$ cat src/rtl/ppu_pkg.sv
// Shared types and sizing helpers for the sprite blitter.
package ppu_pkg;

  typedef enum logic [2:0] {
    IDLE,
    CLEAR,
    FETCH,
    RMW,
    FINISH
  } ppu_state_e;

  localparam int SCREEN_RAM_OFFSET_DEF = 'h100;

  // Pixel column width for a screen that is w_bytes bytes wide.
  function automatic int x_w(input int w_bytes);
    return $clog2(8 * w_bytes);
  endfunction

  // Pixel row width for a screen that is h rows tall.
  function automatic int y_w(input int h);
    return $clog2(h);
  endfunction

endpackage

$ cat src/rtl/ppu_row_shifter.sv
// Places one sprite row at the MSB end of a 24-bit window and shifts it right
// by the sub-byte pixel offset, splitting the result into three screen bytes.
// Narrow sprites use only bits_i[15:8].
module ppu_row_shifter (
  input  logic [15:0] bits_i,
  input  logic        wide_i,
  input  logic [2:0]  shift_i,
  output logic [7:0]  s0_o,
  output logic [7:0]  s1_o,
  output logic [7:0]  s2_o
);

  logic [23:0] row_w;

  assign row_w = {bits_i[15:8], (wide_i ? bits_i[7:0] : 8'h00), 8'h00} >> shift_i;
  assign s0_o  = row_w[23:16];
  assign s1_o  = row_w[15:8];
  assign s2_o  = row_w[7:0];

endmodule

$ cat src/rtl/ppu_blitter.sv
// XOR sprite blitter with wrap/clip edges, per-row collision count and a
// framebuffer clear command.
//
// state  | meaning
// IDLE   | waiting for draw or clear
// CLEAR  | writing 8'h00 to one framebuffer byte per cycle
// FETCH  | reading the sprite row (1 cycle narrow, 2 cycles wide)
// RMW    | read/xor/write pipeline over the row's screen bytes
// FINISH | one-cycle done pulse, then back to IDLE
module ppu_blitter
  import ppu_pkg::*;
#(
  parameter int  SCREEN_W_BYTES    = 8,
  parameter int  SCREEN_H          = 32,
  parameter int  ADDR_W            = 12,
  parameter int  SCREEN_RAM_OFFSET = SCREEN_RAM_OFFSET_DEF,
  localparam int X_W               = x_w(SCREEN_W_BYTES),
  localparam int Y_W               = y_w(SCREEN_H)
) (
  input  logic              clk,
  input  logic              reset_n,
  input  logic              draw,
  input  logic              clear,
  input  logic              wide,
  input  logic              wrap_mode,
  input  logic [ADDR_W-1:0] address,
  input  logic [3:0]        sprite_height,
  input  logic [X_W-1:0]    x,
  input  logic [Y_W-1:0]    y,
  output logic              busy,
  output logic              done,
  output logic              collision,
  output logic [4:0]        collision_rows,
  output logic [ADDR_W-1:0] mem_read_address,
  output logic              mem_read_enable,
  input  logic [7:0]        mem_read_data,
  output logic [ADDR_W-1:0] mem_write_address,
  output logic [7:0]        mem_write_data,
  output logic              mem_write_enable
);

  localparam int CW    = $clog2(SCREEN_W_BYTES);
  localparam int CNT_W = $clog2(SCREEN_W_BYTES * SCREEN_H);
  // Wide enough for ys + row index without overflow.
  localparam int SUM_W = ((Y_W > 5) ? Y_W : 5) + 1;
  localparam logic [CNT_W-1:0]  CLR_LAST = CNT_W'(SCREEN_W_BYTES * SCREEN_H - 1);
  localparam logic [ADDR_W-1:0] FB_BASE  = ADDR_W'(SCREEN_RAM_OFFSET);

  ppu_state_e state_q, state_d;

  logic              wide_q, wrap_q;
  logic [ADDR_W-1:0] addr_q;
  logic [4:0]        rows_q, row_q;
  logic [Y_W-1:0]    ys_q;
  logic [2:0]        shift_q;
  logic [CW-1:0]     col0_q;
  logic              fphase_q;
  logic [1:0]        k_q;
  logic [15:0]       sprite_q;
  logic              coll_q, row_hit_q;
  logic [4:0]        crows_q;
  logic [CNT_W-1:0]  clr_q;

  logic [7:0]        s0, s1, s2, s_wr;
  logic [1:0]        nbytes;
  logic [SUM_W-1:0]  row_sum, next_sum;
  logic [Y_W-1:0]    scr_row;
  logic [CW+1:0]     rd_cfull, wr_cfull;
  logic              rd_ok, wr_ok;
  logic [ADDR_W-1:0] rd_addr, wr_addr;
  logic              hit, row_end;

  ppu_row_shifter u_shift (
    .bits_i  (sprite_q),
    .wide_i  (wide_q),
    .shift_i (shift_q),
    .s0_o    (s0),
    .s1_o    (s1),
    .s2_o    (s2)
  );

  // Screen bytes touched per row: one per sprite byte plus a spill byte when unaligned.
  assign nbytes   = 2'd1 + {1'b0, wide_q} + {1'b0, |shift_q};
  assign row_sum  = SUM_W'(ys_q) + SUM_W'(row_q);
  assign next_sum = row_sum + SUM_W'(1);
  assign scr_row  = row_sum[Y_W-1:0];

  // Read targets byte k, write targets byte k-1 (the one read last cycle).
  assign rd_cfull = {2'b00, col0_q} + {{CW{1'b0}}, k_q};
  assign wr_cfull = {2'b00, col0_q} + {{CW{1'b0}}, k_q - 2'd1};
  assign rd_ok    = wrap_q || (rd_cfull < (CW+2)'(SCREEN_W_BYTES));
  assign wr_ok    = wrap_q || (wr_cfull < (CW+2)'(SCREEN_W_BYTES));
  assign rd_addr  = FB_BASE + ADDR_W'({scr_row, rd_cfull[CW-1:0]});
  assign wr_addr  = FB_BASE + ADDR_W'({scr_row, wr_cfull[CW-1:0]});
  assign s_wr     = (k_q == 2'd1) ? s0 : ((k_q == 2'd2) ? s1 : s2);

  assign busy           = (state_q != IDLE);
  assign done           = (state_q == FINISH);
  assign collision      = coll_q;
  assign collision_rows = crows_q;

  // State register.
  always_ff @(posedge clk or negedge reset_n) begin
    if (!reset_n) state_q <= IDLE;
    else          state_q <= state_d;
  end

  // Next-state logic and memory port drive.
  always_comb begin
    state_d           = state_q;
    mem_read_enable   = 1'b0;
    mem_read_address  = '0;
    mem_write_enable  = 1'b0;
    mem_write_address = '0;
    mem_write_data    = 8'h00;
    hit               = 1'b0;
    row_end           = 1'b0;
    unique case (state_q)
      IDLE: begin
        if (clear) begin
          state_d = CLEAR;
        end else if (draw) begin
          if (!wide && sprite_height == 4'd0) state_d = FINISH;
          else                                state_d = FETCH;
        end
      end
      CLEAR: begin
        mem_write_enable  = 1'b1;
        mem_write_address = FB_BASE + ADDR_W'(clr_q);
        if (clr_q == CLR_LAST) state_d = FINISH;
      end
      FETCH: begin
        mem_read_enable = 1'b1;
        if (wide_q) mem_read_address = addr_q + ADDR_W'({row_q, 1'b0}) + ADDR_W'(fphase_q);
        else        mem_read_address = addr_q + ADDR_W'(row_q);
        if (!wide_q || fphase_q) state_d = RMW;
      end
      RMW: begin
        if (k_q < nbytes && rd_ok) begin
          mem_read_enable  = 1'b1;
          mem_read_address = rd_addr;
        end
        if (k_q != 2'd0 && wr_ok) begin
          mem_write_enable  = 1'b1;
          mem_write_address = wr_addr;
          mem_write_data    = mem_read_data ^ s_wr;
          hit               = |(mem_read_data & s_wr);
        end
        if (k_q == nbytes) begin
          row_end = 1'b1;
          if ((row_q + 5'd1 == rows_q) || (!wrap_q && next_sum >= SUM_W'(SCREEN_H)))
            state_d = FINISH;
          else
            state_d = FETCH;
        end
      end
      FINISH:  state_d = IDLE;
      default: state_d = IDLE;
    endcase
  end

  // Operation parameters, sprite capture, pipeline counters and collision tracking.
  always_ff @(posedge clk or negedge reset_n) begin
    if (!reset_n) begin
      wide_q    <= 1'b0;
      wrap_q    <= 1'b0;
      addr_q    <= '0;
      rows_q    <= '0;
      row_q     <= '0;
      ys_q      <= '0;
      shift_q   <= '0;
      col0_q    <= '0;
      fphase_q  <= 1'b0;
      k_q       <= '0;
      sprite_q  <= '0;
      coll_q    <= 1'b0;
      row_hit_q <= 1'b0;
      crows_q   <= '0;
      clr_q     <= '0;
    end else begin
      unique case (state_q)
        IDLE: begin
          if (clear) begin
            clr_q <= '0;
          end else if (draw) begin
            // x and y are exactly one screen wide/tall, so the mod is implicit.
            wide_q    <= wide;
            wrap_q    <= wrap_mode;
            addr_q    <= address;
            rows_q    <= (wide && sprite_height == 4'd0) ? 5'd16 : {1'b0, sprite_height};
            row_q     <= '0;
            ys_q      <= y;
            shift_q   <= x[2:0];
            col0_q    <= x[X_W-1:3];
            fphase_q  <= 1'b0;
            k_q       <= '0;
            coll_q    <= 1'b0;
            row_hit_q <= 1'b0;
            crows_q   <= '0;
          end
        end
        CLEAR: clr_q <= clr_q + CNT_W'(1);
        FETCH: begin
          if (wide_q) fphase_q <= ~fphase_q;
          if (wide_q && fphase_q) sprite_q[15:8] <= mem_read_data;
          k_q <= '0;
        end
        RMW: begin
          if (k_q == 2'd0) begin
            if (wide_q) sprite_q[7:0]  <= mem_read_data;
            else        sprite_q[15:8] <= mem_read_data;
          end
          if (hit) begin
            coll_q    <= 1'b1;
            row_hit_q <= 1'b1;
          end
          k_q <= k_q + 2'd1;
          if (row_end) begin
            row_q     <= row_q + 5'd1;
            k_q       <= '0;
            row_hit_q <= 1'b0;
            if ((row_hit_q || hit) && crows_q != 5'd31) crows_q <= crows_q + 5'd1;
          end
        end
        default: ;
      endcase
    end
  end

endmodule

$ cat config.mk
export PLATFORM = sky130hd
export DESIGN_NAME = ppu_blitter
export DESIGN_NICKNAME = d
export VERILOG_FILES = /design/src/rtl/ppu_pkg.sv /design/src/rtl/ppu_row_shifter.sv /design/src/rtl/ppu_blitter.sv
export SDC_FILE = /design/constraint.sdc
export NUM_CORES = 1
export LEC_CHECK = 0
export ABC_AREA = 1
export CAP_MARGIN = 15
export CORE_MARGIN = 4
export CORE_UTILIZATION = 24
export CTS_CLUSTER_SIZE = 10
export DETAILED_ROUTE_END_ITERATION = 6
export PLACE_DENSITY = 0.42
export SETUP_SLACK_MARGIN = 0.4
export SYNTH_ARGS = -nofsm -noshare
export SYNTH_HDL_FRONTEND = slang
export SYNTH_HIERARCHICAL = 1
export SYNTH_SLANG_ARGS = --single-unit
$ cat constraint.sdc
create_clock -name clk -period 2.5 [get_ports clk]
set_input_delay 0.25 -clock clk [delete_from_list [all_inputs] [get_ports clk]]
set_output_delay 0.25 -clock clk [all_outputs]
set_load 0.05 [all_outputs]
==> results of run 1 <==
-- power by group --
part / internal [uW] / leakage, uW / total, uW / switching, uW
Sequential: 1620 / 0.000900 / 2160 / 534
Clock: 729 / 0.000137 / 1260 / 534
Combinational: 3670 / 0.00311 / 8520 / 4850
-- routing by layer --
layer / share of wire / GRT usage / wire [um]
met1: 0.47 / 0.213 / 9800
met2: 0.48 / 0.250 / 9940
met3: 0.031 / 0.0223 / 642
met4: 0.019 / 0.0469 / 386
met5: 0 / 0 / 0
-- layout by cell type (no fill, tap or decap), types with 7 or more instances in the layout --
| master | instances |
|---|---|
| nand3_2 | 39 |
| o22ai_4 | 7 |
| xor2_1 | 18 |
| nand2_1 | 197 |
| mux2_2 | 8 |
| nand3_4 | 11 |
| nand2_4 | 10 |
| o21ai_1 | 21 |
| dfrtp_1 | 58 |
| ha_1 | 12 |
| clkbuf_16 | 11 |
| nand2_2 | 31 |
| dfrtp_2 | 14 |
| o21ai_2 | 11 |
| buf_12 | 32 |
| buf_6 | 14 |
| a21oi_2 | 7 |
| nor2_4 | 14 |
| a21oi_1 | 17 |
| nor2_2 | 9 |
| ha_4 | 19 |
| inv_1 | 64 |
| clkdlybuf4s50_1 | 46 |
| nor2_1 | 44 |
| ha_2 | 7 |
| o21ai_0 | 32 |
| inv_2 | 21 |
| buf_4 | 61 |
| nand3_1 | 66 |
-- per-stage QoR --
stage	hold WS (ns)	utilization	instance area (sq um)	setup TNS [ns]
after floorplan	-0.0456	-	6380	0
after global placement	0.225	0.326	7930	-0.117
after detailed placement	0.233	0.326	7930	-0.0814
after CTS	0.397	0.361	8780	-1.94
after global routing	0.444	0.389	9450	-4.23
final	0.389	0.389	9450	-1.02
-- registers in the layout, summed over array words and instances, names as in the netlist --
signal / flops
clr_q: 8
col0_q: 3
addr_q: 12
wide_q: 1
wrap_q: 1
rows_q: 5
collision_rows: 5
row_hit_q: 1
row_q: 5
fphase_q: 1
shift_q: 3
state_q: 3
sprite_q: 16
k_q: 2
ys_q: 5
collision: 1
-- worst max-delay path, cell delays in order (launching register included) --
cell and delay (ns):
dfrtp_2 0.41, buf_6 0.12, nor3_4 0.21, ha_4 0.23, inv_2 0.06, ha_4 0.12, inv_2 0.04, a211oi_4 0.22
nand2_4 0.19, o221ai_4 0.27, buf_12 0.17
-- worst min path at each step --
stage	startpoint	endpoint	depth (start not counted)
floorplan	reset_n	addr_q[0]$_DFFE_PN0P_	0
global placement	reset_n	rows_q[0]$_DFFE_PN0P_	1
detailed placement	reset_n	rows_q[0]$_DFFE_PN0P_	1
CTS	reset_n	row_q[2]$_DFFE_PN0P_	2
global route	y[4]	ys_q[4]$_DFFE_PN0P_	3
finish	reset_n	row_q[2]$_DFFE_PN0P_	2
-- kinds of logic after synthesis --
logic type                 share of synthesized area
muxes                                         0.0152
AOI/OAI and AO/OA                              0.114
xor gates and xnor gates                      0.0369
DFF                                            0.303
adders and majority gates                     0.0969
buffers and inverters                         0.0973
other                                        0.00126
and+or+nand+nor                                0.335
-- repair_timing --
action / in CTS / in global routing
gates cloned: 0 / 2
endpoints found under the hold margin: 28 / 0
hold buffers: 1 / 0
gates resized for setup: 100 / 124
setup buffers: 20 / 19
pin swaps: 32 / 53
setup endpoints to repair: 47 / 52
-- cell type report --
type                       count  area share
multi-input combinational    641       0.497
timing repair buffer         163       0.198
sequential                    72       0.193
tap                          324      0.0429
inverter                      92      0.0401
clock buffer                  14      0.0279
clock inverter                 2     0.00146
==> impl_metrics.csv, run 1 <==
group,metric,value,unit
sta,max_slew.worst_pin.slew,0.532,ns
sta,period_share,1.06,
yosys,ys_types,49,
die,die_area,27300,sq um
sta,timing.final.ws_setup,-0.138,ns
clock_network,cts_sinks,72,
sta,fin_skew,0.0157,ns
route,totalWireLength,20800,um
pwr,p_per_area,1260,nW/um^2
pwr,leakagePower,0.00415,uW
yosys,synth_ff_type,"dfrtp_1",
clock_network,clk_pin_slew_worst_paths,0.07,ns
clock_network,cts_tree,"built",
sta,hold_violations,0,
sta,min_period,2.64,ns
sta,rsz0062_at_grt,"true",
placement,place_inst,1250,
route,viasPerCell,4.62,
yosys,netlist.area_leader.share,0.303,
global_route,track_usage,0.154,
route,wl_per_cell,15.9,um
yosys,synthCells,834,
placement,port_buffers,79,
yosys,syn-cell-area,5940,sq um
setup_path,crit_path_start_kind,"register",
global_route,antenna_found_initial,0,
setup_path,path_class,"reg2out",
setup_path,cp.required,2.25,ns
placement,post-place-ws,-0.0177,ns
run,drv_cap,0,
setup_path,startpoint,"shift_q[1]$_DFFE_PN0P_",
cells_and_area,layout.nets,1063,
die,pin_count,83,
route,drc,0,
yosys,synth-async-reset-ratio,1.00,
cells_and_area,regArea,1820,sq um
yosys,yosys-top-cells-count,"235 x nand2_1, 101 x nand3_1, 81 x inv_1, 72 x dfrtp_1, 61 x nor2_1",
route,antenna_left,0,
pwr,ir_worst_vdd,0.617,mV
setup_path,r2r_end,"collision_rows[4]$_DFFE_PN0P_",
yosys,synth.most_common_cell,"nand2_1",
min_path,hold_path.class,"in2async",
yosys,synth_top_area_cell,"dfrtp_1",
status,status,"complete, but fails checks",
cells_and_area,multi_input_area,4690,sq um
pwr,power,11900,uW
sta,setup_violations,19,
die,start_util,0.244,
clock_network,cts_max_level,3,
sta,relSlewSlack,0.644,
setup_path,endpoint_kind,"output port",
clock_network,root_buffer,"clkbuf_16",
setup_path,critical_path.endpoint,"mem_read_address[5]",
setup_path,reg2reg_setup_slack,-0.03,ns
yosys,seq_area_frac_synth,0.303,
status,violations,"negative setup slack",
placement,hpwl,15700,um
route,first_pass_iters,4,
cells_and_area,layout-drive-gt1-share,0.379,
cells_and_area,antennaDiodeCount,0,
clock_network,clockBufferDepth,2,
global_route,grt.overflow.total,0,
sta,slew_viol_final,0,
placement,gp_congestion,0.855,
yosys,yosys_warnings,6,
setup_path,r2r_cells,19,
die,die_w,165,um
clock_network,clock_latency,0.35,ns
clock_network,cts_buffers,9,
sta,fmax,0.379,GHz
global_route,first_global_vias,6194,
die,coreArea,24300,sq um
global_route,grt_pass1_wl,33000,um
die,rows,57,
route,vias,6047,
setup_path,critPathMaxFanout,7,
cells_and_area,syn2layout_area_growth,59.1,%
route,first_iter_violations,304,
setup_path,r2r_start,"shift_q[1]$_DFFE_PN0P_",
yosys,ys_ff_latch,72,
global_route,grt_max_degree,43,
yosys,synth.area.top_cells,"dfrtp_1 30%, nand2_1 15%, nand3_1 8.5%",
yosys,syn-mean-instance-area,7.12,sq um
setup_path,cp.arrival,2.39,ns
yosys,synth_edf_count,0,
die,die_h,165,um
cells_and_area,instances_no_fill,1308,
cells_and_area,n_fill_cell,2458,
Note: power is estimated with default switching activity, not from simulation.
==> inputs of run 2 (changes only) <==
clock period = 3.3 ns   (was 2.5 ns; I/O delays follow)
==> run 2 against run 1 <==
  * The flow now finishes without violations
  * Sequential power down 27%
  * Setup slack better by 0.65 ns
  * Highest routed layer unchanged
  * Worst hold slack worse by 0.37 ns
  * Via count down 4.7%
  * Critical path type unchanged
  * Routed wire length down 6.7%
==> impl_metrics.csv, run 2 (same netlist as run 1, synthesis figures left out) <==
group,metric,value,unit
pwr,ir_worst_vdd,0.363,mV
pwr,internal_power,3530,uW
setup_path,critical_path.endpoint,"mem_read_address[8]",
cells_and_area,layout-drive-gt1-share,0.173,
placement,post_dp_cell_area,7310,sq um
cells_and_area,layout.nets,1011,
setup_path,reg2reg_setup_slack,0.70,ns
setup_path,cp.required,2.97,ns
route,first_iter_violations,303,
setup_path,critPathTopFamily,"adder cells",
die,coreArea,24300,sq um
cells_and_area,multi_input_area,3660,sq um
sta,final.setup.tns,0,ns
clock_network,clock_latency,0.34,ns
placement,gp_congestion,0.852,
global_route,track_usage,0.144,
die,start_util,0.244,
cells_and_area,antennaDiodeCount,0,
route,totalWireLength,19400,um
die,die_h,165,um
setup_path,r2r_start,"k_q[0]$_DFFE_PN0P_",
cells_and_area,layout_commonest_cell,"nand2_1",
pwr,p_per_area,915,nW/um^2
sta,whs,0.0172,ns
sta,max_slew.worst_pin.slew,0.738,ns
sta,fin_skew,0.00763,ns
sta,setup_violations,0,
route,wl_per_cell,15.4,um
placement,post-place-ws,0.291,ns
pwr,power.share.clock,0.137,
pwr,leakagePower,0.00371,uW
setup_path,crit_cells,11,
cells_and_area,layout_common_cells,"233 x nand2_1, 101 x nand3_1, 79 x inv_1",
setup_path,startpoint,"addr_q[0]$_DFFE_PN0P_",
die,die_area,27300,sq um
placement,port_buffers,79,
clock_network,cts_sinks,72,
cells_and_area,reg_top3,"sprite_q (16), addr_q (12), clr_q (8)",
clock_network,cts_buffers,9,
pwr,pwr-share-comb,0.644,
die,die_w,165,um
pwr,power_switching,3640,uW
sta,timing.final.ws_setup,0.512,ns
setup_path,cp.arrival,2.46,ns
global_route,grt_pass1_wl,30800,um
global_route,antenna_found_initial,0,
die,rows,57,
status,status,"complete, no violations",
setup_path,cpMostUsedCell,"nand3_1",
cells_and_area,syn2layout_area_growth,31.8,%
sta,fmax,0.359,GHz
setup_path,cp_slowest_stage_delay,0.47,ns
route,drc,0,
pwr,power,7170,uW
setup_path,crit_path_start_kind,"register",
global_route,first_global_vias,5660,
route,viasPerCell,4.59,
clock_network,clockBufferDepth,2,
global_route,grt_max_degree,53,
sta,hold_violations,0,
route,antenna_left,0,
route,first_pass_iters,5,
global_route,grt.overflow.total,0,
clock_network,cts_max_level,3,
sta,slew_viol_final,0,
clock_network,clk_pin_slew_worst_paths,0.06,ns
placement,hpwl,15200,um
cells_and_area,final_cell_area,7830,sq um
setup_path,worstPathCellList,"ha_1, fa_1, nand3_1, nand3_1, nand3_1, o21ai_0, xor2_1, nand2_1, nand3_1, nand2_1, buf_12",
clock_network,root_buffer,"clkbuf_16",
clock_network,cts_tree,"built",
pwr,p_sw_frac,0.508,
setup_path,crit_buf_inv,1,
min_path,hold_path.class,"in2async",
run,drv_cap,0,
cells_and_area,regArea,1810,sq um
setup_path,critPathMaxFanout,4,
setup_path,cp_slowest_cell,"fa_1",
route,vias,5761,
die,pin_count,83,
setup_path,path_class,"reg2out",
setup_path,r2r_end,"collision_rows[1]$_DFFE_PN0P_",
sta,relSlewSlack,0.508,
cells_and_area,largest_reg_flops,16,
sta,rsz0062_at_grt,"true",
setup_path,endpoint_kind,"output port",
pwr,pwr-share-seq,0.220,
sta,period_share,0.845,
setup_path,r2r_cells,15,
cells_and_area,n_fill_cell,2633,
sta,min_period,2.79,ns
cells_and_area,largest_register,"sprite_q",
## run 2: changes by cell type in the layout (fill, tap and decap cells not counted), sizes merged
cell	delta
buf	-50
clkinvlp	+1
clkbuf	-6
bufinv	+1
dlygate4sd2	-1
dlygate4sd3	-1
inv	+2
clkdlybuf4s50	+1
## run 2: worst min-delay path by stage
| stage | start | depth (start not counted) | end | slack [ns] |
|---|---|---|---|---|
| floorplan | reset_n | 0 | addr_q[0]$_DFFE_PN0P_ | 0.03 |
| global placement | reset_n | 1 | collision_rows[1]$_DFFE_PN0P_ | 0.45 |
| detailed placement | reset_n | 1 | collision_rows[1]$_DFFE_PN0P_ | 0.44 |
| CTS | reset_n | 1 | clr_q[6]$_DFFE_PN0P_ | 0.07 |
| global route | reset_n | 1 | collision_rows[1]$_DFFE_PN0P_ | 0.08 |
| finish | reset_n | 1 | collision_rows[1]$_DFFE_PN0P_ | 0.02 |
## run 2: power by group through the flow
stage / Clock [uW] / Sequential, uW / Combinational, uW
6_report: 978 / 1570 / 4610
3_3_place_gp: 0 / 1590 / 4470
2_1_floorplan: 0 / 1500 / 3070
3_5_place_dp: 0 / 1590 / 4440
4_1_cts: 1020 / 1590 / 4540
5_1_grt: 1050 / 1620 / 5130
## run 2: what timing repair did
action,CTS,global route
resized for setup,27,16
gates cloned,0,0
buffers inserted,6,6
pin swaps,0,2
endpoints found under the setup margin,28,30
hold buffers,0,0
## run 2: final cells by class
| cell class | instances | share of cell area |
|---|---|---|
| timing repair buffer | 111 | 0.167 |
| sequential | 72 | 0.231 |
| clock inverter | 6 | 0.00783 |
| clock buffer | 9 | 0.0288 |
| multi-input combinational | 641 | 0.468 |
| inverter | 92 | 0.0457 |
| tap | 324 | 0.0518 |
## run 2: metal layers
layer	up-vias	wire length (um)	track usage
li1	2910	-	-
met1	2708	8840	0.188
met2	124	9310	0.246
met3	19	935	0.0333
met4	0	292	0.0300
met5	-	0	0
## run 2: metrics by stage
stage                     cells   util
after global routing       1255  0.322
after CTS                  1249  0.318
after floorplan             836      -
after global placement     1228  0.300
after detailed placement   1228  0.300
final                      1255  0.322
==> inputs of run 3 (changes only) <==
clock period = 2.85 ns   (was 3.3 ns; I/O delays follow)
==> run 3 against run 2 <==
  * Via count up 2.3%
  * First-iteration DRC count up 26%
  * Global-route usage up 0.62 points
  * Non-clock buffer count up 28
  * Critical path type unchanged
  * Largest cell class unchanged
==> impl_metrics.csv, run 3 (same netlist as run 1, synthesis figures left out) <==
group,metric,value,unit
status,status,"complete, no violations",
cells_and_area,largest_reg_flops,16,
clock_network,root_buffer,"clkbuf_16",
global_route,met3_usage,0.0248,
sta,relSlewSlack,0.331,
clock_network,cts_tree,"built",
global_route,use_met1,0.204,
cells_and_area,syn2layout_area_growth,51.1,%
sta,max_slew.worst_pin.slew,1.00,ns
die,die_h,165,um
pwr,p_per_area,1080,nW/um^2
route,drc,0,
clock_network,cts_sinks,72,
cells_and_area,antennaDiodeCount,0,
sta,fmax,0.382,GHz
sta,hold_violations,0,
setup_path,path_class,"reg2out",
route,first_iter_violations,382,
global_route,grt_max_degree,73,
route,first_pass_iters,5,
setup_path,cp.arrival,2.33,ns
sta,fin_skew,0.00971,ns
cells_and_area,largest_register,"sprite_q",
pwr,ir_worst_vdd,0.398,mV
placement,post-place-ws,0.234,ns
run,drv_cap,0,
cells_and_area,final_cell_area,8970,sq um
clock_network,cts_buffers,9,
sta,slew_viol_final,0,
clock_network,clockBufferDepth,2,
sta,min_period,2.62,ns
sta,timing.final.ws_setup,0.233,ns
min_path,hold_path.class,"in2async",
setup_path,endpoint_kind,"output port",
die,coreArea,24300,sq um
sta,period_share,0.918,
die,rows,57,
route,totalWireLength,20300,um
sta,whs,0.0952,ns
cells_and_area,layout-drive-gt1-share,0.313,
clock_network,ctsHoldBuffers,0,
sta,rsz0062_at_grt,"true",
pwr,power,9650,uW
cells_and_area,n_fill_cell,2539,
clock_network,clock_latency,0.34,ns
pwr,leakagePower,0.00401,uW
global_route,first_global_vias,5941,
cells_and_area,layout.nets,1039,
global_route,grt_pass1_wl,32300,um
cells_and_area,layout_common_cells,"210 x nand2_1, 82 x nand3_1, 71 x inv_1",
sta,final.setup.tns,0,ns
global_route,grt.overflow.total,0,
global_route,antenna_found_initial,0,
placement,post_dp_cell_area,7490,sq um
cells_and_area,reg_top3,"sprite_q (16), addr_q (12), clr_q (8)",
route,viasPerCell,4.59,
clock_network,cts_max_level,3,
die,pin_count,83,
sta,setup_violations,0,
die,start_util,0.244,
cells_and_area,layout_commonest_cell,"nand2_1",
die,die_area,27300,sq um
route,vias,5895,
setup_path,critPathMaxFanout,7,
clock_network,clk_pin_slew_worst_paths,0.06,ns
route,wl_per_cell,15.8,um
global_route,top_usage_layer,"met2",
setup_path,cp.required,2.57,ns
placement,port_buffers,79,
global_route,use_met2,0.252,
global_route,track_usage,0.151,
setup_path,crit_path_start_kind,"register",
route,antenna_left,0,
placement,gp_congestion,0.882,
placement,hpwl,14900,um
die,die_w,165,um
-- run 3: cell type report --
type | instances | area, sq um | area share
clock buffer | 12 | 267 | 0.0297
timing repair buffer | 139 | 1680 | 0.187
clock inverter | 4 | 51.3 | 0.00572
tap | 324 | 405 | 0.0452
sequential | 72 | 1810 | 0.202
multi-input combinational | 641 | 4390 | 0.489
inverter | 92 | 370 | 0.0413
-- run 3: final timing paths --
check                                       start                            end  slack [ns]  depth (start not counted)
hold / removal                            reset_n  collision_rows[2]$_DFFE_PN0P_         0.1                          1
max in group asynchronous                 reset_n          addr_q[1]$_DFFE_PN0P_        2.04                          1
setup / recovery           shift_q[2]$_DFFE_PN0P_            mem_read_address[5]        0.23                         10
min in group clk                       address[2]          addr_q[2]$_DFFE_PN0P_        0.48                          3
setup reg to reg           shift_q[2]$_DFFE_PN0P_  collision_rows[1]$_DFFE_PN0P_        0.40                         17
hold reg to reg             rows_q[2]$_DFFE_PN0P_          rows_q[2]$_DFFE_PN0P_        0.49                          2
-- run 3: routing by layer --
layer / up-vias / wire [um] / share of wire
li1: 2971 / - / -
met1: 2799 / 9550 / 0.47
met2: 110 / 9730 / 0.48
met3: 15 / 700 / 0.035
met4: 0 / 286 / 0.014
met5: - / 0 / 0
-- run 3: stage by stage --
step,util,std cells
5_1_grt,0.369,1284
3_3_place_gp,0.308,1224
2_1_floorplan,-,836
6_report,0.369,1284
3_5_place_dp,0.308,1224
4_1_cts,0.357,1273
-- run 3: report_power, final --
part / internal (uW) / leakage [uW] / switching [uW]
Combinational: 2650 / 0.00295 / 3900
Clock: 750 / 0.000155 / 470
Sequential: 1420 / 0.000907 / 461
-- run 3: what timing repair did --
| item | in CTS | in global routing |
|---|---|---|
| pin swaps | 39 | 46 |
| gates cloned | 1 | 0 |
| resized for setup | 137 | 59 |
| endpoints found under the hold margin | 0 | 0 |
| buffers inserted | 32 | 11 |
| setup endpoints to repair | 38 | 40 |
-- run 3: worst max-delay path, cell delays in order (launching register included) --
cell and delay [ns]:
dfrtp_1 0.38, nor3_2 0.23, ha_1 0.27, inv_2 0.07, ha_4 0.12, inv_2 0.03
a211oi_2 0.23, nand2_2 0.10, buf_12 0.16, o221ai_4 0.22, buf_12 0.17
